**src/rtl/io_irq_ctrl.sv**
```systemverilog
// Interrupt controller for IO bank 0x0007: synchronized sources, mask/pending/vector
// registers and a registered IRQ to the 65C02. Define IO_IRQ_EDGE_EN to build edge sources.
module io_irq_ctrl #(
    parameter int NUM_SRC = 8
) (
    input  logic               clk_i,
    input  logic               rst_i,
    input  logic               R_W_n,
    input  logic [2:0]         reg_addr_i,
    input  logic [2:0]         reg_addr_r_i,
    input  logic [7:0]         data_i,
    input  logic               irqc_cs,
    output logic [7:0]         data_o,
    input  logic [NUM_SRC-1:0] src_i,
    output logic               irq_o
);

    localparam logic [7:0] IMPL = 8'((9'd1 << NUM_SRC) - 9'd1);

    logic [7:0] src_ext;
    logic [7:0] sync_a;
    logic [7:0] sync_b;
    logic [7:0] mask;
    logic [7:0] edge_sel;
    logic [7:0] pending;
    logic [7:0] masked;
    logic [7:0] rd_next;
    logic [2:0] idx;
    logic       gie;
    logic       we;
    logic       active;

    always_comb begin
        src_ext = '0;
        for (int i = 0; i < NUM_SRC; i++) src_ext[i] = src_i[i];
    end

    assign we = irqc_cs & ~R_W_n;

    always_ff @(posedge clk_i or posedge rst_i) begin
        if (rst_i) begin
            sync_a <= '0;
            sync_b <= '0;
        end else begin
            sync_a <= src_ext;
            sync_b <= sync_a;
        end
    end

`ifdef IO_IRQ_EDGE_EN
    logic [7:0] s_prev;
    logic [7:0] lat;
    logic [7:0] lat_next;
    logic [7:0] sw_set;
    logic [7:0] w1c;

    // The latch is held at 0 while a bit is level, so a 0->1 EDGE switch starts clean.
    always_comb begin
        sw_set   = (we && reg_addr_i == 3'd6) ? data_i : 8'h00;
        w1c      = (we && reg_addr_i == 3'd1) ? data_i : 8'h00;
        lat_next = edge_sel & ((sync_b & ~s_prev) | sw_set | (lat & ~w1c));
    end

    always_ff @(posedge clk_i or posedge rst_i) begin
        if (rst_i) begin
            s_prev   <= '0;
            lat      <= '0;
            edge_sel <= '0;
        end else begin
            s_prev <= sync_b;
            lat    <= lat_next & IMPL;
            if (we && reg_addr_i == 3'd3) edge_sel <= data_i & IMPL;
        end
    end

    assign pending = (edge_sel & lat) | (~edge_sel & sync_b);
`else
    assign edge_sel = 8'h00;
    assign pending  = sync_b;
`endif

    always_ff @(posedge clk_i or posedge rst_i) begin
        if (rst_i) begin
            mask <= '0;
            gie  <= 1'b0;
        end else if (we) begin
            if (reg_addr_i == 3'd2) mask <= data_i & IMPL;
            if (reg_addr_i == 3'd5) gie  <= data_i[0];
        end
    end

    assign masked = pending & mask;
    assign active = |masked;

    always_comb begin
        idx = 3'd0;
        for (int i = 7; i >= 0; i--) begin
            if (masked[i]) idx = i[2:0];
        end
    end

    always_comb begin
        rd_next = 8'h00;
        case (reg_addr_r_i)
            3'd0:    rd_next = masked;
            3'd1:    rd_next = pending;
            3'd2:    rd_next = mask;
            3'd3:    rd_next = edge_sel;
            3'd4:    rd_next = {active, 4'b0000, idx};
            3'd5:    rd_next = {7'b0000000, gie};
            default: rd_next = 8'h00;
        endcase
    end

    always_ff @(posedge clk_i or posedge rst_i) begin
        if (rst_i) begin
            data_o <= 8'h00;
            irq_o  <= 1'b0;
        end else begin
            data_o <= rd_next;
            irq_o  <= gie & active;
        end
    end

endmodule

```
**config.mk**
```make
export PLATFORM = sky130hd
export DESIGN_NAME = io_irq_ctrl
export DESIGN_NICKNAME = d
export VERILOG_FILES = /design/src/rtl/io_irq_ctrl.sv
export SDC_FILE = /design/constraint.sdc
export NUM_CORES = 1
export LEC_CHECK = 0
export ABC_CLOCK_PERIOD_IN_PS = 3000
export CAP_MARGIN = 20
export CORE_UTILIZATION = 28
export DETAILED_ROUTE_END_ITERATION = 10
export SLEW_MARGIN = 0
export SYNTH_ARGS = -nofsm -noshare
export SYNTH_HDL_FRONTEND = slang
export SYNTH_SLANG_ARGS = --single-unit
```
**constraint.sdc**
```tcl
create_clock -name clk_i -period 3 [get_ports clk_i]
set_clock_uncertainty 0.2 [all_clocks]
set_input_delay 0.45 -clock clk_i [delete_from_list [all_inputs] [get_ports clk_i]]
set_output_delay 0.45 -clock clk_i [all_outputs]
set_load 0.1 [all_outputs]
```
# After elaboration in Yosys (flattened, before gate mapping)

Cells that the tools add are included.
Widths: inputs -> output; s select.

Memory bits (read-only): 0
Input port bits: 26
Register bits after elaboration: 34
Output and inout port bits: 9
Bits in latches: 0
Memories kept: 0
Bits in writable memories: 0
Word-level logic and storage cells: 29

Add/subtract/negate cells: 0
Shifts and indexed selects: 0
Order comparisons: 0
Mux-type cells: 9
Equality and inequality tests: 6
Divide/modulo/power cells: 0
Reduce and logical (&&, ||, !) cells: 4
Multipliers: 0
Bitwise gates (word level): 4

Operators by type and width:

| operator           | count |
|---|---|
| $pmux 8 s5         | 1 |
| $mux 3             | 8 |
| $eq 3x3->1 const B | 3 |
| $and 8x8->8        | 1 |
| $reduce_or 8->1    | 1 |
| $eq 3x2->1 const B | 2 |
| $reduce_and 2->1   | 2 |
| $eq 3x1->1 const B | 1 |
| $logic_not 3->1    | 1 |
| $and 1x1->1        | 2 |
| $not 1->1          | 1 |

# Depth between registers and ports, before layout

Word-level depth: 10
Depth in mapped cells: 4
Depth with buffers taken out: 4

# Worst setup path before layout

Ideal clock, no wire load.

Kind: input -> register
From: in R_W_n
To: reg mask[0]
Slack: 1264 ps
Data required time: 2675 ps
Arrival: 1411 ps
Buffers on the path: 0
Stages: 3
Library setup time: 125 ps
Path through: nand2b_1 nor4b_4 mux2_2

Word-level cells in the longest chain between the ends: 3

Ends and longest elaborated chain:

| element                           | line | text |
|---|---|---|
| start: declaration                | 8    | `input logic R_W_n,` |
| $not 1->1                         | 38   | `assign we = irqc_cs & ~R_W_n;` |
| $and 1x1->1                       | 38   |  |
| $reduce_and 2->1 (no source line) | -    |  |
| end signal: assignment            | 87   | `if (reg_addr_i == 3'd2) mask <= data_i & IMPL;` |
| end: declaration                  | 23   | `logic [7:0] mask;` |

No other way between the ends.
A chain may end at the register's enable or synchronous reset.

# Worst setup path in the final report

From: in reg_addr_r_i[0]
To: reg data_o[0]

Word-level cells in the longest chain between the ends: 2
Elaborated cells on any way between the ends: 6
Those cells by class: eq/ne: 4; mux: 1; reduce/logical: 1

Ends and longest elaborated chain:

| element                                  | line | text |
|---|---|---|
| start: declaration                       | 10   | `input logic [2:0] reg_addr_r_i,` |
| $eq 3x3->1, or another cell as far along | 104  | `case (reg_addr_r_i)` |
| $pmux 8 s5 *                             | 104  |  |
| net rd_next[0]                           | 27   | `logic [7:0] rd_next;` |
| end signal: assignment                   | 120  | `data_o <= rd_next;` |
| end: declaration                         | 13   | `output logic [7:0] data_o,` |

The timed path passes the listed nets; every way through them passes the cells marked *.

==> results.cfg <==
[layout]
areaGrowthSynthToFinish_pct = 36.8
area.sequential_um2 = 851
multi_input_area_um2 = 385
nFillCells = 411
finalNetCount = 154
antennaDiodeCount = 0
drive_above_1_share_pct = 24.0

[power_and_ir_drop]
peakVddDrop_uv = 319
p_int_w = 0.000800
pwr-share-comb_pct = 23.5
p_leak_nw = 0.746
p_switching_w = 0.000353
power_w = 0.00115
power.share.switching_pct = 30.6
power_density_mw_per_mm2 = 670
pwr-share-clk_pct = 28.7
p_seq_share_pct = 47.7

[yosys]
synthCells = 88
synth_area_mm2 = 0.00126
synth_common_cells = dfrtp_1 (34), o22ai_1 (10), mux2_2 (9)
synth_cell_type_count = 27
ys_ff_latch = 34
synth_nets = 114
post-synth-top-count-cell = dfrtp_1
synth-async-reset-ratio_pct = 100
synthFlopType = dfrtp_1
yosysSeqAreaShare_pct = 67.6
synth_area_leaders = dfrtp_1 (68%), mux2_2 (8.1%), o22ai_1 (5.0%), nor4b_4 (1.9%), nand2_1 (1.5%)
avgSynthCellArea_um2 = 14.3
synth_top_cell_by_area = dfrtp_1
yosysWarningCount = 0
synth-edff-count = 0
synth_top_area_share_pct = 67.6

[sta]
worst_pin_slew_ns = 0.626
fin_setup_tns_ns = 0
slew_headroom_pct = 58.1
hold_viol_final = 0
final-setup-viol-count = 0
timing.fmax_ghz = 0.472
layout_min_cycle_time_ns = 2.12
rsz0062_at_grt = no
slew_violations = 0
period_share_pct = 70.7

[clock_network]
cts_setup_buffers = 0
cts_resized = 0
root_buffer = clkbuf_8
clock_path_buffers = 2
clock_latency_ns = 0.28
htreeDepth = 2
cts_hold_buf = 0
cts_buffers = 5
numClockSinks = 34
cts_tree = yes
clk_pin_slew_worst_paths_ns = 0.06

[worst_setup_path]
reg2reg_setup_slack_ns = 1.52
critPathKind = in2reg
crit_start = reg_addr_r_i[0]
cp_max_fo = 12
reg2reg_from = mask[7]$_DFFE_PP0P_
path_delay_family = buffers and inverters
cp_slowest_cell = clkdlybuf4s50_1
critPathLaunchType = primary input
worstReg2RegEnd = data_o[7]$_DFF_PP0_
path_buf_inv = 1
path_depth = 5
crit_path_end_kind = flop
arrival_ns = 2.15
reg2reg_depth = 4
cp.required_ns = 3.03
slowest_delay_ns = 0.61
cp-endpoint = data_o[0]$_DFF_PP0_
cp_cell_sequence = clkdlybuf4s50_1 > or3b_1 > a311o_1 > a31oi_1 > or3_1

[drt]
via_per_inst = 4.88
drc = 0
dr.pass1.iters = 4
drt_iter0_drc = 33
post_drt_wl_per_cell_um = 12.3
via_count = 884
ant_nets = 0
wirelength_um = 2220

[global_routing]
grt_max_degree = 35
track_usage_pct = 10.8
grt_overflow_total = 0
grt_pass1_vias = 826
grt_pass1_wl_um = 3880
antenna_found_initial = 0

[placement]
io_buffers = 34
place_hpwl_um = 1710
place_congestion = 0.819

[floorplanning]
io_pins = 35
core.rowCount = 24
die_h_um = 69.0
initial_core_util_pct = 29.1
die_area_mm2 = 0.00477
coreArea_mm2 = 0.00432
die_x_um = 69.0

[min_path]
hold_path.class = reg2reg

[run_status]
outcome = finished, final reports clean

[job]
maxCapViolations = 0
-- flip-flops by register name (all words and copies together) (netlist names) --
name,count
data_o,8
gie,1
irq_o,1
mask,8
pending,8
sync_a,8
-- logic make-up after synthesis --
logic type	count (synthesis)	share of synthesized area, %
multiplexers	9	8.05
buffers and inverters	3	1.79
AND/OR/NAND/NOR	22	11.3
AO/OA/AOI/OAI	20	11.2
flip-flops	34	67.6
-- cell usage in the layout, fill, tap and decap left out --
cell type         n
clkbuf_1          1
nor4b_4           1
nand2_1           5
inv_1             1
nor3_1            1
clkinv_2          1
nand2b_1          1
clkdlybuf4s50_1  25
a21o_2            1
or3_1             1
or3b_1            1
nor2b_1           2
and2_2            1
clkbuf_8          6
a311o_1           1
nor2_1            5
o22ai_1          10
a22oi_1           2
a211oi_1          1
mux2_2            9
nand4_1           1
a31oi_1           1
a21oi_1           1
a22o_1            2
buf_4            10
dfrtp_1          34
and4b_2           1
o32ai_1           1
nand3_1           1
and4bb_2          1
-- layer usage --
layer  up-vias  GRT usage, %  share of wire, %
li1        405             -                 -
met1       434          12.9                41
met2        37          16.2                50
met3         8          4.24               6.2
met4         0          6.80               3.3
met5         -             0                 0
-- power groups by stage --
stage | Combinational, W | Clock (W) | Sequential (W)
after floorplan | 0.0000916 | 0 | 0.000654
after global placement | 0.000271 | 0 | 0.000558
after detailed placement | 0.000273 | 0 | 0.000559
after CTS | 0.000274 | 0.000349 | 0.000550
after global routing | 0.000289 | 0.000372 | 0.000558
final | 0.000271 | 0.000332 | 0.000550
-- through the flow --
step           setup slack, ns  area, um^2  hold slack [ns]  utilization, %  instances
2_1_floorplan             1.26        1260            0.131               -         88
3_3_place_gp             0.670        1630            0.134            37.7        173
3_5_place_dp             0.585        1630            0.137            37.7        173
4_1_cts                  0.895        1720            0.151            39.8        181
5_1_grt                  0.786        1720            0.156            39.8        181
6_report                 0.879        1720            0.148            39.8        181
-- worst min path at each step --
stage / start / to / cells after the start
after floorplan: sync_a[0]$_DFF_PP0_ / pending[0]$_DFF_PP0_ / 0
final: sync_a[3]$_DFF_PP0_ / pending[3]$_DFF_PP0_ / 0
after global placement: sync_a[2]$_DFF_PP0_ / pending[2]$_DFF_PP0_ / 0
after global routing: sync_a[3]$_DFF_PP0_ / pending[3]$_DFF_PP0_ / 0
after CTS: sync_a[3]$_DFF_PP0_ / pending[3]$_DFF_PP0_ / 0
after detailed placement: sync_a[0]$_DFF_PP0_ / pending[0]$_DFF_PP0_ / 0
-- cell type report --
cell class	count	area share, %
clock buffers	7	5.01
clock inverters	1	0.291
inverters	1	0.218
multi-input cells	51	22.4
flip-flops and latches	34	49.4
well taps	52	3.78
repair buffers	35	18.9
Power figures use the tool's default switching activity.
